==> config.mk <==
export PLATFORM = sky130hd
export DESIGN_NAME = wb_writer
export DESIGN_NICKNAME = d
export VERILOG_FILES = /design/src/rtl/wb_pkg.sv /design/src/rtl/load_align.sv /design/src/rtl/wb_writer.sv
export SDC_FILE = /design/constraint.sdc
export NUM_CORES = 1
export LEC_CHECK = 0
export ABC_AREA = 0
export BUFFER_PORTS_ARGS = -buffer_cell sky130_fd_sc_hd__clkbuf_2
export CORE_MARGIN = 2
export CORE_UTILIZATION = 44
export DETAILED_ROUTE_END_ITERATION = 7
export GPL_ROUTABILITY_DRIVEN = 0
export GPL_TIMING_DRIVEN = 0
export PLACE_DENSITY = 0.78
export SYNTH_ARGS = -nofsm -noshare
export SYNTH_HDL_FRONTEND = slang
export SYNTH_HIERARCHICAL = 1
export SYNTH_SLANG_ARGS = --single-unit
export TNS_END_PERCENT = 20
==> constraint.sdc <==
create_clock -name clk -period 2.8 [get_ports clk]
set_input_delay 0.7 -clock clk [delete_from_list [all_inputs] [get_ports clk]]
set_output_delay 0.7 -clock clk [all_outputs]
set_load 0.1 [all_outputs]
==> src/rtl/wb_pkg.sv <==
// Shared types and constants for the write-back stage.
package wb_pkg;

   localparam int unsigned XLEN_DEF = 32;
   localparam int unsigned AW_DEF   = 5;

   // Write-back source select.
   typedef enum logic [1:0] {
      WB_ALU = 2'b00,
      WB_MEM = 2'b01,
      WB_PC4 = 2'b10,
      WB_CSR = 2'b11
   } wb_sel_e;

   // Load size/sign encodings (funct3).
   localparam logic [2:0] F3_LB  = 3'b000;
   localparam logic [2:0] F3_LH  = 3'b001;
   localparam logic [2:0] F3_LW  = 3'b010;
   localparam logic [2:0] F3_LBU = 3'b100;
   localparam logic [2:0] F3_LHU = 3'b101;

endpackage

==> src/rtl/load_align.sv <==
// Extracts and extends the addressed byte/halfword of a loaded word.
// Misalignment is not checked: off_i[0] is ignored for halfwords.
module load_align
   import wb_pkg::*;
#(
   parameter int unsigned XLEN = XLEN_DEF
) (
   input  logic [XLEN-1:0] mem_rdata_i,
   input  logic [2:0]      funct3_i,
   input  logic [1:0]      off_i,
   output logic [XLEN-1:0] data_o
);

   logic [7:0]  byte_sel;
   logic [15:0] half_sel;

   // Pick the byte/half lane selected by the address offset, then extend.
   always_comb begin
      byte_sel = mem_rdata_i[{off_i, 3'b000} +: 8];
      half_sel = mem_rdata_i[{off_i[1], 4'b0000} +: 16];
      unique case (funct3_i)
         F3_LB:   data_o = {{(XLEN-8){byte_sel[7]}}, byte_sel};
         F3_LBU:  data_o = {{(XLEN-8){1'b0}}, byte_sel};
         F3_LH:   data_o = {{(XLEN-16){half_sel[15]}}, half_sel};
         F3_LHU:  data_o = {{(XLEN-16){1'b0}}, half_sel};
         default: data_o = mem_rdata_i;
      endcase
   end

endmodule

==> src/rtl/wb_writer.sv <==
// Write-back stage: selects the M-stage result, arbitrates it against a
// late-result writer through a one-entry skid buffer, and registers the
// register-file write port.
module wb_writer
   import wb_pkg::*;
#(
   parameter int unsigned XLEN = XLEN_DEF,
   parameter int unsigned AW   = AW_DEF
) (
   input  logic            clk,
   input  logic            rst,
   input  logic            valid_m,
   input  logic            regwrite_m,
   input  logic [AW-1:0]   rd_m,
   input  logic [1:0]      wb_sel_m,
   input  logic [2:0]      funct3_m,
   input  logic [XLEN-1:0] alu_m,
   input  logic [XLEN-1:0] pc4_m,
   input  logic [XLEN-1:0] csr_rdata_m,
   input  logic [XLEN-1:0] mem_rdata,
   input  logic            stall_mw,
   input  logic            flush_mw,
   input  logic            lw_valid,
   input  logic [AW-1:0]   lw_rd,
   input  logic [XLEN-1:0] lw_data,
   output logic            lw_ready,
   output logic [XLEN-1:0] wdata,
   output logic [AW-1:0]   waddr,
   output logic            RegWrite_MW,
   output logic            pend_valid,
   output logic [AW-1:0]   pend_rd
);

   logic            pw;
   logic            lw_acc;
   logic [XLEN-1:0] load_data;
   logic [XLEN-1:0] m_data;

   logic [XLEN-1:0] wdata_d, wdata_q;
   logic [AW-1:0]   waddr_d, waddr_q;
   logic            we_d, we_q;
   logic            pend_valid_d, pend_valid_q;
   logic [AW-1:0]   pend_rd_d, pend_rd_q;
   logic [XLEN-1:0] pend_data_d, pend_data_q;

   load_align #(
      .XLEN (XLEN)
   ) u_load_align (
      .mem_rdata_i (mem_rdata),
      .funct3_i    (funct3_m),
      .off_i       (alu_m[1:0]),
      .data_o      (load_data)
   );

   // Writes to x0 never request the port.
   assign pw       = valid_m & regwrite_m & (rd_m != '0) & ~stall_mw & ~flush_mw;
   // The buffer is never drained and refilled on the same edge.
   assign lw_ready = ~pend_valid_q;
   assign lw_acc   = lw_valid & lw_ready;

   // M-stage source select.
   always_comb begin
      unique case (wb_sel_e'(wb_sel_m))
         WB_ALU:  m_data = alu_m;
         WB_MEM:  m_data = load_data;
         WB_PC4:  m_data = pc4_m;
         WB_CSR:  m_data = csr_rdata_m;
         default: m_data = alu_m;
      endcase
   end

   // Output slot arbitration: pipeline, then buffer, then direct late result.
   always_comb begin
      wdata_d      = wdata_q;
      waddr_d      = waddr_q;
      we_d         = 1'b0;
      pend_valid_d = pend_valid_q;
      pend_rd_d    = pend_rd_q;
      pend_data_d  = pend_data_q;
      if (pw) begin
         wdata_d = m_data;
         waddr_d = rd_m;
         we_d    = 1'b1;
         if (lw_acc) begin
            pend_valid_d = 1'b1;
            pend_rd_d    = lw_rd;
            pend_data_d  = lw_data;
         end
      end else if (pend_valid_q) begin
         wdata_d      = pend_data_q;
         waddr_d      = pend_rd_q;
         we_d         = (pend_rd_q != '0);
         pend_valid_d = 1'b0;
      end else if (lw_acc) begin
         wdata_d = lw_data;
         waddr_d = lw_rd;
         we_d    = (lw_rd != '0);
      end
   end

   // Output register and skid buffer state.
   always_ff @(posedge clk or posedge rst) begin
      if (rst) begin
         wdata_q      <= '0;
         waddr_q      <= '0;
         we_q         <= 1'b0;
         pend_valid_q <= 1'b0;
         pend_rd_q    <= '0;
         pend_data_q  <= '0;
      end else begin
         wdata_q      <= wdata_d;
         waddr_q      <= waddr_d;
         we_q         <= we_d;
         pend_valid_q <= pend_valid_d;
         pend_rd_q    <= pend_rd_d;
         pend_data_q  <= pend_data_d;
      end
   end

   assign wdata       = wdata_q;
   assign waddr       = waddr_q;
   assign RegWrite_MW = we_q;
   assign pend_valid  = pend_valid_q;
   assign pend_rd     = pend_rd_q;

endmodule

==> results.txt, run 1 <==
----------------------------------------------------
[Status]
  Run status ... finished clean

[Floorplanning]
  Initial core utilization ... 45.0%
  Die extent in x ... 112 um
  Std cell rows ... 39
  Num ports ... between 200 and 250
  Height of the chip ... 112 um
  Area of the die ... roughly 0.013 mm^2
  Area inside the core boundary ... 0.0114 mm^2

[Finish]
  Antenna Diode Count ... 0
  Leading cell types in the layout, fill and taps excluded ... sky130_fd_sc_hd__clkbuf_2 (225), sky130_fd_sc_hd__nand2_1 (81), sky130_fd_sc_hd__dfrtp_1 (76), sky130_fd_sc_hd__o21ai_0 (48), sky130_fd_sc_hd__mux2_2 (47)
  Area growth from synthesis to layout ... 32.2%
  Share of the core filled with cells ... between 50% and 60%
  Fraction of layout cells with a size suffix above 1 ... ~55%
  Final Non-Filler Cells ... a little over 800
  Number of nets in the layout ... 860
  Commonest non-fill, non-tap cell in the layout ... sky130_fd_sc_hd__clkbuf_2
  Number of fill cells in the layout ... 969

[Synthesis]
  Main synth FF type ... sky130_fd_sc_hd__dfrtp_1
  Number of flops mapped to enable cells by yosys ... 0
  Mean post-synth cell area ... roughly 12 um^2
  Share of the yosys chip area belonging to registers ... around 37%
  Library cells used by synthesis ... 35
  Number of warning messages in the yosys log ... 6
  Total nets after synthesis ... 624
  Post-synth design cell area ... 0.00514 mm^2
  Post-synthesis async set-or-reset flop share ... 100%
  Gate Count Post-Synth ... 442
  Post-synthesis sequential element count ... 76

[STA]
  Worst Tran Pin Value ... around 0.80 ns
  RSZ-0062 raised after global routing ... false
  Hold violation total from the final report ... 0
  Clock tree skew after final layout ... between 0.006 and 0.007 ns
  Min Tclk post-route ... 2.71 ns
  Final setup viols ... 0
  Worst slew margin ... 47.0%
  Fin crit share ... roughly 97%
  Fmax ... 369 MHz
  Min Hold Slack ... 0.323 ns
  Final number of max-transition violations ... 0

[Clock network]
  Buffers inserted by post-CTS timing repair ... 0
  Max Root-Sink Buffers ... 2
  Clock input transition at the sequential cells of the worst setup and hold paths ... 0.06 ns
  Root buffer selected by CTS ... sky130_fd_sc_hd__clkbuf_16
  Hold buffers post-CTS ... 0
  Clock latency on the worst-skew pair ... approximately 0.34 ns
  Clock tree from TritonCTS ... built
  TritonCTS Buffers ... 9
  Number of resized instances in the post-cts repair step ... 0
  Clock sink total ... 76
  Deepest level of the CTS H-tree ... 3

[Route]
  Post-DR wirelength/cell ... 21.3 um
  Number of remaining DRC errors ... 0
  Vias after detailed routing ... 4,732
  Initial DRC Count ... 338
  Remaining antenna violation count after routing ... 0
  Total detailed-routing wirelength ... 17.6 mm
  Vias/cell ... 5.73
  Iteration count of the initial detailed-routing pass ... 5

[Setup path]
  Nature of the critical path endpoint ... register
  CP cell instances ... clkbuf_2 -> mux4_2 -> nor3b_4 -> o21bai_4 -> buf_6 -> nand2_1 -> mux4_2 -> mux2_2
  Startpoint class of the critical path ... input port
  Buf+Inv Stages, Crit Path ... 2
  Launching point of the worst reg2reg path ... pend_valid$_DFFE_PP0P_
  Cell with the biggest individual delay on the critical path ... sky130_fd_sc_hd__mux4_2
  Category of cells accounting for the largest share of critical-path delay ... multiplexers
  Worst R2R Path Depth ... 4
  Critical register-to-register path endpoint ... pend_data_q[13]$_DFFE_PP0P_
  Worst stage delay on the critical path ... 0.61 ns
  Cell mode on critical path ... sky130_fd_sc_hd__mux4_2
  Max Fanout on Critical Path ... 10
  Worst path arrival time ... 2.93 ns
  Type of the worst setup path ... in -> reg
  Required time reported for the critical path endpoint ... 3.02 ns
  Worst reg2reg setup slack ... approximately 0.96 ns

[Global routing]
  Residual overflow from global routing ... 0
  GRT Total Usage ... 28.3%
  Global-route wire length before repair ... 27.0 mm
  Largest net degree at the start of global routing ... 55
  Vias in the first global route ... slightly below 5,000
  Number of antenna violations at the first check in global routing ... 0

[Place]
  Count of buffers inserted at the top-level ports ... 225
  Cells after DPL ... 811
  Post-DP HPWL ... 14.1 mm

[Power]
  Proportion of power drawn by the clock network ... 29.6%
  Leakage dissipation ... 3.40 nW
  Peak VDD IR ... approximately 0.37 mV
  Power density normalized to cell area ... 634 mW/mm^2
  Part of the power in registers ... 33.3%
  Total power consumption of the routed design ... around 4.3 mW
  Switching portion of total power ... 39.2%
  Relative contribution of combinational cells to total power ... 37.1%
  Switch Pwr ... about 1.7 mW
  Internal power ... 2.62 mW

[Hold path]
  Hold/Removal Path Class ... in -> async

[Run]
  Count of max-cap constraint violations ... 0

----------------------------------------------------
cell families after synthesis:
family          count (synthesis)  share of synthesized area [%]
mux                           151                           41.5
simple gates                  106                           9.08
flops                          76                           37.0
compound gates                 72                           8.50
buf+inv                        37                           3.92
cell usage after synthesis (3+ instances only):
cell / n / area, um^2
sky130_fd_sc_hd__dfrtp_1: 76 / 1900
sky130_fd_sc_hd__buf_2: 11 / 55.1
sky130_fd_sc_hd__nor2b_1: 5 / 31.3
sky130_fd_sc_hd__clkbuf_1: 17 / 63.8
sky130_fd_sc_hd__nor2_1: 7 / 26.3
sky130_fd_sc_hd__a21oi_1: 6 / 30.0
sky130_fd_sc_hd__a22oi_1: 8 / 60.1
sky130_fd_sc_hd__mux2i_1: 41 / 410
sky130_fd_sc_hd__buf_8: 3 / 45.0
sky130_fd_sc_hd__inv_1: 3 / 11.3
sky130_fd_sc_hd__o21ai_0: 48 / 240
sky130_fd_sc_hd__mux4_2: 33 / 743
sky130_fd_sc_hd__mux2_2: 47 / 529
sky130_fd_sc_hd__nand2_1: 81 / 304
sky130_fd_sc_hd__mux2_4: 30 / 450
worst max path at each step:
stage,slack [ns],to,from,cells after the start
2_1_floorplan,0.11,lw_ready,pend_valid$_DFFE_PP0P_,3
3_3_place_gp,-0.71,wdata[4]$_DFFE_PP0P_,rst,2
3_5_place_dp,-0.24,wdata[24]$_DFFE_PP0P_,alu_m[0],8
4_1_cts,0.12,wdata[24]$_DFFE_PP0P_,alu_m[0],8
5_1_grt,0.02,wdata[31]$_DFFE_PP0P_,alu_m[0],8
6_report,0.09,wdata[22]$_DFFE_PP0P_,alu_m[0],8
flip-flops by register name, summed over array words and instances, names as in the netlist:
signal,count
pend_data_q,32
wdata,32
pend_rd,5
waddr,5
RegWrite_MW,1
pend_valid,1
area by class of cell:
| cell class | instances | area (um^2) | share of cell area (%) |
|---|---|---|---|
| multi-input combinational | 329 | 3040 | 44.7 |
| clock buffer | 9 | 225 | 3.31 |
| tap | 143 | 179 | 2.63 |
| buffer | 33 | 186 | 2.74 |
| inverter | 3 | 13.8 | 0.203 |
| timing repair buffer | 226 | 1150 | 17.0 |
| sequential | 76 | 1900 | 28.0 |
| clock inverter | 7 | 97.6 | 1.44 |
metrics by stage:
step / setup slack [ns] / cell area [um^2] / TNS [ns]
after floorplan: 0.113 / 5140 / 0
after global placement: -0.715 / 6440 / -55.81
after detailed placement: -0.241 / 6470 / -2.47
after CTS: 0.119 / 6790 / 0
after global routing: 0.0161 / 6790 / 0
final: 0.0882 / 6790 / 0
power groups by stage:
stage / registers (mW) / logic [mW] / clock network (mW)
floorplan: 2.08 / 0.541 / 0
global placement: 1.43 / 1.56 / 0
finish: 1.43 / 1.60 / 1.27
CTS: 1.43 / 1.60 / 1.29
global route: 1.45 / 1.67 / 1.34
detailed placement: 1.45 / 1.59 / 0
layer usage:
metal  vias up  GRT usage [%]  share of wire [%]
met5         -              0                  0
met4         0           10.5                3.0
met3        41           6.26                8.2
met2       287           47.1                 49
met1      2300           36.6                 40
li1       2104              -                  -
(Power assumes the default switching activity.)
==> run 2: changes to the inputs <==
- ABC_AREA: 0 -> 1
==> run 2 against run 1 <==
Against the previous run: non-clock buffer count rose by 17; cell area rose by 2.6%; register-to-register slack improved by 0.18 ns; hold slack improved by 0.015 ns; clock skew barely moved; global-route usage rose by 2.2 points; via count rose by 39%; fmax rose by 30%; synthesized area rose by 3.9%; first-iteration DRC count rose by 89%; count of clock-buffer cells in the layout rose by 1; sequential share of layout area fell by 0.72 points; largest power group unchanged.
==> results.txt, run 2 <==
----------------------------------------------------
[Status]
  Run status ... finished clean (unchanged)

[Floorplanning]
  Height of the chip ... 114 um (was 112 um)
  Area inside the core boundary ... 0.0119 mm^2 (was 0.0114 mm^2)
  Area of the die ... 0.0130 mm^2 (was 0.0126 mm^2)
  Std cell rows ... 40 (was 39)
  Initial core utilization ... 44.8% (was 45.0%)
  Die extent in x ... 114 um (was 112 um)
  Num ports ... 227 (unchanged)

[Synthesis]
  Post-synthesis sequential element count ... 76 (unchanged)
  Main synth FF type ... sky130_fd_sc_hd__dfrtp_1 (unchanged)
  Gate Count Post-Synth ... 841 (was 442)
  Share of the yosys chip area belonging to registers ... 35.6% (was 37.0%)
  Cell types with the largest area share after synthesis ... sky130_fd_sc_hd__dfrtp_1 (36%), sky130_fd_sc_hd__nand2_1 (27%), sky130_fd_sc_hd__nand3_1 (7.6%) (was sky130_fd_sc_hd__dfrtp_1 (37%), sky130_fd_sc_hd__mux4_2 (14%), sky130_fd_sc_hd__mux2_2 (10%))
  Simple-Gate Fraction of Synth Area ... 46.6% (was 9.08%)
  Number of warning messages in the yosys log ... 6 (unchanged)
  Number of flops mapped to enable cells by yosys ... 0 (unchanged)
  Post-synthesis async set-or-reset flop share ... 100% (unchanged)
  Synth Area in Compound Gates ... 8.37% (was 8.50%)
  Dominant combinational cell family by area after synthesis ... simple AND/OR/NAND/NOR gates (was multiplexers)
  Mean post-synth cell area ... 6.35 um^2 (was 11.6 um^2)
  Post-synthesis cell type with the largest combined area ... sky130_fd_sc_hd__dfrtp_1 (unchanged)
  Parity-gate share of the synthesized area counting xor and xnor cells ... 0% (unchanged)
  Fraction of synthesized cell area taken by the top area cell type ... 35.6% (was 37.0%)
  Most used standard cell by instance count after synthesis ... sky130_fd_sc_hd__nand2_1 (unchanged)
  Post-Synth Adder-Cell Area ... 0% (unchanged)
  Post-synth design cell area ... 0.00534 mm^2 (was 0.00514 mm^2)
  Top post-synthesis cells by count ... sky130_fd_sc_hd__nand2_1 (386), sky130_fd_sc_hd__nand3_1 (81), sky130_fd_sc_hd__dfrtp_1 (76) (was sky130_fd_sc_hd__nand2_1 (81), sky130_fd_sc_hd__dfrtp_1 (76), sky130_fd_sc_hd__o21ai_0 (48))
  Library cells used by synthesis ... 27 (was 35)
  Total nets after synthesis ... 1,023 (was 624)
  Post-synthesis mux area share ... 0% (was 41.5%)

[Clock network]
  Number of resized instances in the post-cts repair step ... 0 (unchanged)
  Max Root-Sink Buffers ... 2 (unchanged)
  Root buffer selected by CTS ... sky130_fd_sc_hd__clkbuf_16 (unchanged)
  Clock tree from TritonCTS ... built (unchanged)
  Clock latency on the worst-skew pair ... 0.35 ns (was 0.34 ns)
  Hold buffers post-CTS ... 0 (unchanged)
  Deepest level of the CTS H-tree ... 3 (unchanged)
  Clock sink total ... 76 (unchanged)
  Buffers inserted by post-CTS timing repair ... 0 (unchanged)
  Clock input transition at the sequential cells of the worst setup and hold paths ... 0.06 ns (about the same)
  TritonCTS Buffers ... 9 (unchanged)

[Route]
  Iteration count of the initial detailed-routing pass ... 5 (unchanged)
  Post-DR wirelength/cell ... 16.2 um (was 21.3 um)
  Vias/cell ... 5.33 (was 5.73)
  Total detailed-routing wirelength ... 19.9 mm (was 17.6 mm)
  Remaining antenna violation count after routing ... 0 (unchanged)
  Number of remaining DRC errors ... 0 (unchanged)
  Vias after detailed routing ... 6,558 (was 4,732)
  Initial DRC Count ... 640 (was 338)

[STA]
  Min Tclk post-route ... 2.08 ns (was 2.71 ns)
  Final number of max-transition violations ... 0 (unchanged)
  Worst Tran Pin Value ... 0.593 ns (was 0.795 ns)
  Worst slew margin ... 60.5% (was 47.0%)
  Clock tree skew after final layout ... 0.00650 ns (was 0.00693 ns)
  Fin crit share ... 74.3% (was 96.8%)
  Fmax ... 481 MHz (was 369 MHz)
  Hold violation total from the final report ... 0 (unchanged)
  Final setup viols ... 0 (unchanged)
  RSZ-0062 raised after global routing ... false (unchanged)

[Finish]
  Area growth from synthesis to layout ... 30.6% (was 32.2%)
  Number of nets in the layout ... 1,260 (was 860)
  Fraction of layout cells with a size suffix above 1 ... 29.0% (was 55.5%)
  Leading cell types in the layout, fill and taps excluded ... sky130_fd_sc_hd__nand2_1 (386), sky130_fd_sc_hd__clkbuf_2 (225), sky130_fd_sc_hd__nand3_1 (81), sky130_fd_sc_hd__dfrtp_1 (76), sky130_fd_sc_hd__inv_1 (57) (was sky130_fd_sc_hd__clkbuf_2 (225), sky130_fd_sc_hd__nand2_1 (81), sky130_fd_sc_hd__dfrtp_1 (76), sky130_fd_sc_hd__o21ai_0 (48), sky130_fd_sc_hd__mux2_2 (47))
  Footprint of the multi-input gates ... 0.00294 mm^2 (was 0.00304 mm^2)
  Final Non-Filler Cells ... 1,230 (was 826)
  Antenna Diode Count ... 0 (unchanged)
  Share of the core filled with cells ... 58.5% (was 59.5%)
  Number of fill cells in the layout ... 1,226 (was 969)
  Sequential Area ... 0.00190 mm^2 (unchanged)
  Commonest non-fill, non-tap cell in the layout ... sky130_fd_sc_hd__nand2_1 (was sky130_fd_sc_hd__clkbuf_2)

[Power]
  Power density normalized to cell area ... 570 mW/mm^2 (was 634 mW/mm^2)
  Peak VDD IR ... 0.323 mV (was 0.369 mV)
  Leakage dissipation ... 4.01 nW (was 3.40 nW)

[Global routing]
  Vias in the first global route ... 6,049 (was 4,903)
  Largest net degree at the start of global routing ... 47 (was 55)
  GRT Total Usage ... 30.5% (was 28.3%)
  Global-route wire length before repair ... 30.6 mm (was 27.0 mm)
  Residual overflow from global routing ... 0 (unchanged)
  Number of antenna violations at the first check in global routing ... 0 (unchanged)

[Place]
  Cells after DPL ... 1,214 (was 811)
  Post-DP HPWL ... 15.8 mm (was 14.1 mm)
  Count of buffers inserted at the top-level ports ... 225 (unchanged)

[Hold path]
  Hold/Removal Path Class ... in -> async (unchanged)

[Run]
  Count of max-cap constraint violations ... 0 (unchanged)

[Setup path]
  Nature of the critical path endpoint ... output pin (was register)
  Max Fanout on Critical Path ... 8 (was 10)
  Required time reported for the critical path endpoint ... 2.10 ns (was 3.02 ns)
  Type of the worst setup path ... reg -> out (was in -> reg)
  Worst path arrival time ... 1.38 ns (was 2.93 ns)
  Startpoint class of the critical path ... register (was input port)

----------------------------------------------------
run 2: cell types whose count changed in the layout (fill, tap and decap cells not counted), moves of 22 or more:
cell / previous run / this run
sky130_fd_sc_hd__nand3_1: 2 / 81
sky130_fd_sc_hd__nor2_1: 7 / 29
sky130_fd_sc_hd__nand4_1: 0 / 29
sky130_fd_sc_hd__mux4_2: 33 / 0
sky130_fd_sc_hd__inv_1: 2 / 57
sky130_fd_sc_hd__nand2_1: 81 / 386
sky130_fd_sc_hd__mux2i_1: 41 / 0
sky130_fd_sc_hd__mux2_2: 47 / 0
sky130_fd_sc_hd__mux2_4: 30 / 0
run 2: final cells by class:
class | instances | area share (%)
Inverter | 64 | 3.48
Timing Repair Buffer | 226 | 16.5
Sequential cell | 76 | 27.3
Multi-Input combinational cell | 651 | 42.1
Clock buffer | 10 | 3.28
Tap cell | 147 | 2.64
Clock inverter | 6 | 0.933
Buffer | 50 | 3.73
run 2: logic make-up (layout without fill, tap and decap cells):
logic type | count (synthesis) | in the layout
and+or+nand+nor | 564 | 564
AOI/OAI and AO/OA | 87 | 87
buffers and inverters | 114 | 356
DFF | 76 | 76
run 2: critical path, stage by stage (launching register included):
cell and delay, ns:
sky130_fd_sc_hd__dfrtp_1 0.41, sky130_fd_sc_hd__inv_2 0.15, sky130_fd_sc_hd__clkbuf_2 0.48
run 2: where the power goes:
part | switching (mW) | internal [mW]
sequential | 0.112 | 1.28
combinational | 1.08 | 0.346
clock | 0.475 | 0.688
run 2: through the flow:
stage          cell area [um^2]  hold WS [ns]  power [mW]  TNS (ns)  setup WS, ns
5_1_grt                    6970         0.381        4.14         0         0.695
4_1_cts                    6970         0.353        3.96         0         0.709
6_report                   6970         0.338        3.97         0         0.720
3_5_place_dp               6680         0.458        2.81         0         0.486
3_3_place_gp               6650         0.454        2.79    -57.20        -0.758
2_1_floorplan              5340         0.442        2.40         0         0.162
run 2: final timing paths:
path / slack [ns] / startpoint / endpoint / cells after the start
worst max-delay path: 0.72 / pend_valid$_DFFE_PP0P_ / lw_ready / 2
worst min-delay path: 0.34 / rst / pend_data_q[27]$_DFFE_PP0P_ / 2
worst max register to register: 1.14 / pend_valid$_DFFE_PP0P_ / wdata[27]$_DFFE_PP0P_ / 6
worst min register to register: 0.47 / pend_data_q[16]$_DFFE_PP0P_ / pend_data_q[16]$_DFFE_PP0P_ / 2
max in group asynchronous: 1.91 / rst / wdata[5]$_DFFE_PP0P_ / 3
min in group clk: 0.47 / pend_data_q[16]$_DFFE_PP0P_ / pend_data_q[16]$_DFFE_PP0P_ / 2
run 2: routing by layer:
layer  GRT usage, %  wire, um  up-vias  share of wire, %
li1               -         -     3171                 -
met1           41.0      8130     2956                41
met2           49.1      9240      381                46
met3           4.55      1810       50               9.1
met4           13.5       698        0               3.5
met5              0         0        -                 0
==> run 3: changes to the inputs <==
- ABC_AREA: 1 -> 0
- clock period: 2.8 -> 1.7 ns (I/O delays scaled with it)
==> run 3 against run 2 <==
Against the previous run: global-route usage shrank 2.7 points; critical endpoint is now wdata[24]$_DFFE_PP0P_; largest cell class unchanged; count of clock-buffer cells in the layout rose by 1; clock power up 67%; the run now ends with setup timing left; highest routed layer unchanged; hold slack got worse by 0.067 ns; sequential power increased by 70%.
==> results.txt, run 3 (synthesized netlist as in run 1, its figures left out) <==
----------------------------------------------------
[Status]
  Run status ... finished, violations left (was finished clean)
  Violated checks ... setup timing

[Route]
  Vias/cell ... 5.75 (was 5.33)
  Number of remaining DRC errors ... 0 (unchanged)
  Total detailed-routing wirelength ... 17.9 mm (was 19.9 mm)
  Post-DR wirelength/cell ... 21.4 um (was 16.2 um)
  Iteration count of the initial detailed-routing pass ... 5 (unchanged)
  Initial DRC Count ... 383 (was 640)
  Remaining antenna violation count after routing ... 0 (unchanged)
  Vias after detailed routing ... 4,803 (was 6,558)

[STA]
  Min Tclk post-route ... 2.22 ns
  Fin crit share ... 131%
  Min Hold Slack ... 0.271 ns (was 0.338 ns)
  Fmax ... 450 MHz
  Final number of max-transition violations ... 0 (unchanged)
  Hold violation total from the final report ... 0 (unchanged)
  Worst slew margin ... 37.9% (was 60.5%)
  Final setup viols ... 69 (was 0)
  RSZ-0062 raised after global routing ... true (was false)
  Worst Tran Pin Value ... 0.930 ns (was 0.593 ns)
  Worst Slack Setup Final ... -0.521 ns (was 0.720 ns)
  Clock tree skew after final layout ... 0.00645 ns (was 0.00650 ns)

[Setup path]
  Type of the worst setup path ... in -> reg (was reg -> out)
  Required time reported for the critical path endpoint ... 1.91 ns (was 2.10 ns)
  Nature of the critical path endpoint ... register (was output pin)
  Startpoint class of the critical path ... input port (was register)
  Max Fanout on Critical Path ... 6 (was 8)
  Worst path arrival time ... 2.43 ns (was 1.38 ns)

[Place]
  Instance area at placement ... 0.00647 mm^2 (was 0.00668 mm^2)
  Count of buffers inserted at the top-level ports ... 225 (unchanged)
  Cells after DPL ... 811 (was 1,214)
  Post-DP HPWL ... 13.8 mm (was 15.8 mm)

[Floorplanning]
  Std cell rows ... 39 (was 40)
  Initial core utilization ... 45.0% (was 44.8%)
  Die extent in x ... 112 um (was 114 um)
  Area inside the core boundary ... 0.0114 mm^2 (was 0.0119 mm^2)
  Height of the chip ... 112 um (was 114 um)
  Num ports ... 227 (unchanged)
  Area of the die ... 0.0126 mm^2 (was 0.0130 mm^2)

[Global routing]
  Number of antenna violations at the first check in global routing ... 0 (unchanged)
  Global-route wire length before repair ... 26.7 mm (was 30.6 mm)
  Residual overflow from global routing ... 0 (unchanged)
  Vias in the first global route ... 4,947 (was 6,049)
  GRT Total Usage ... 27.9% (was 30.5%)
  Largest net degree at the start of global routing ... 40 (was 47)

[Finish]
  Fraction of layout cells with a size suffix above 1 ... 59.7% (was 29.0%)
  Leading cell types in the layout, fill and taps excluded ... sky130_fd_sc_hd__clkbuf_2 (217), sky130_fd_sc_hd__dfrtp_1 (75), sky130_fd_sc_hd__nand2_1 (71), sky130_fd_sc_hd__mux2i_1 (41), sky130_fd_sc_hd__o21ai_0 (40) (was sky130_fd_sc_hd__nand2_1 (386), sky130_fd_sc_hd__clkbuf_2 (225), sky130_fd_sc_hd__nand3_1 (81), sky130_fd_sc_hd__dfrtp_1 (76), sky130_fd_sc_hd__inv_1 (57))
  Number of fill cells in the layout ... 929 (was 1,226)
  Area growth from synthesis to layout ... 38.6% (was 30.6%)
  Share of the core filled with cells ... 62.4% (was 58.5%)
  Final Non-Filler Cells ... 835 (was 1,230)
  Final Cell Area ... 0.00713 mm^2 (was 0.00697 mm^2)
  Antenna Diode Count ... 0 (unchanged)
  Sequential Area ... 0.00190 mm^2 (about the same)
  Commonest non-fill, non-tap cell in the layout ... sky130_fd_sc_hd__clkbuf_2 (was sky130_fd_sc_hd__nand2_1)
  Footprint of the multi-input gates ... 0.00319 mm^2 (was 0.00294 mm^2)
  Number of nets in the layout ... 869 (was 1,260)

[Power]
  Leakage dissipation ... 3.54 nW (was 4.01 nW)
  Power density normalized to cell area ... 989 mW/mm^2 (was 570 mW/mm^2)
  Peak VDD IR ... 0.843 mV (was 0.323 mV)
  Total power consumption of the routed design ... 7.05 mW (was 3.97 mW)

[Clock network]
  Root buffer selected by CTS ... sky130_fd_sc_hd__clkbuf_16 (unchanged)
  Max Root-Sink Buffers ... 2 (unchanged)
  Clock sink total ... 76 (unchanged)
  Clock tree from TritonCTS ... built (unchanged)
  TritonCTS Buffers ... 9 (unchanged)
  Clock input transition at the sequential cells of the worst setup and hold paths ... 0.06 ns (about the same)
  Deepest level of the CTS H-tree ... 3 (unchanged)
  Clock latency on the worst-skew pair ... 0.34 ns (was 0.35 ns)

[Run]
  Count of max-cap constraint violations ... 0 (unchanged)

[Hold path]
  Hold/Removal Path Class ... in -> async (unchanged)

----------------------------------------------------
==> run 3: cell types whose count changed in the layout (fill, tap and decap cells not counted), sizes merged, moves of 8 or more <==
cell   delta
inv      -62
a22oi     +8
nand3    -99
nand2   -305
mux4     +33
nor2     -27
mux2     +77
mux2i    +41
a21oi    -21
nand4    -29
==> run 3: routing by layer <==
metal | track usage (%) | up-vias | share of wire (%)
li1 | - | 2127 | -
met1 | 35.0 | 2350 | 39
met2 | 45.7 | 285 | 49
met3 | 7.83 | 41 | 8.5
met4 | 11.3 | 0 | 3.2
met5 | 0 | - | 0
==> run 3: repair_timing <==
action | 4_1_cts | 5_1_grt
hold buffers | 0 | 0
pin swaps | 3 | 6
endpoints found under the setup margin | 72 | 77
gates cloned | 1 | 0
buffers inserted | 5 | 2
resized for setup | 46 | 46
==> run 3: path summary, 6_finish.rpt <==
| path | from | endpoint | slack [ns] | depth (start not counted) |
|---|---|---|---|---|
| setup / recovery | mem_rdata[31] | wdata[24]$_DFFE_PP0P_ | -0.52 | 8 |
| hold / removal | rst | pend_data_q[18]$_DFFE_PP0P_ | 0.27 | 2 |
| setup reg to reg | pend_valid$_DFFE_PP0P_ | pend_data_q[14]$_DFFE_PP0P_ | -0.05 | 4 |
| hold reg to reg | pend_data_q[27]$_DFFE_PP0P_ | pend_data_q[27]$_DFFE_PP0P_ | 0.51 | 1 |
| max in group asynchronous | rst | wdata[0]$_DFFE_PP0P_ | 0.75 | 3 |
| min in group clk | lw_data[30] | pend_data_q[30]$_DFFE_PP0P_ | 0.33 | 2 |
==> run 3: final cells by class <==
type	instances	area share (%)
Inverter	3	0.281
Multi-Input combinational cell	329	44.8
Timing Repair Buffer	234	17.9
Buffer	34	3.58
Tap cell	143	2.51
Clock inverter	5	0.843
Clock buffer	11	3.41
Sequential cell	76	26.7
==> run 3: through the flow <==
| stage | setup TNS (ns) | setup slack, ns |
|---|---|---|
| 3_5_place_dp | -47.90 | -1.05 |
| 3_3_place_gp | -54.28 | -1.02 |
| 5_1_grt | -20.80 | -0.556 |
| 4_1_cts | -16.31 | -0.470 |
| 2_1_floorplan | -23.76 | -0.633 |
| 6_report | -17.13 | -0.521 |
==> run 3: worst max-delay path: stages <==
cell                       delay (ns)
sky130_fd_sc_hd__buf_8           0.10
sky130_fd_sc_hd__mux4_2          0.48
sky130_fd_sc_hd__nor3b_4         0.18
sky130_fd_sc_hd__o21bai_4        0.24
sky130_fd_sc_hd__buf_8           0.18
sky130_fd_sc_hd__nand2_4         0.06
sky130_fd_sc_hd__mux4_2          0.46
sky130_fd_sc_hd__mux2_4          0.29
==> run 3: where the power goes <==
group / leakage [nW] / internal [mW] / total, mW / switching [mW]
Clock: 0.146 / 1.18 / 1.94 / 0.759
Sequential: 0.914 / 2.14 / 2.36 / 0.218
Combinational: 2.48 / 0.949 / 2.75 / 1.80
Total: 3.54 / 4.27 / 7.05 / 2.78
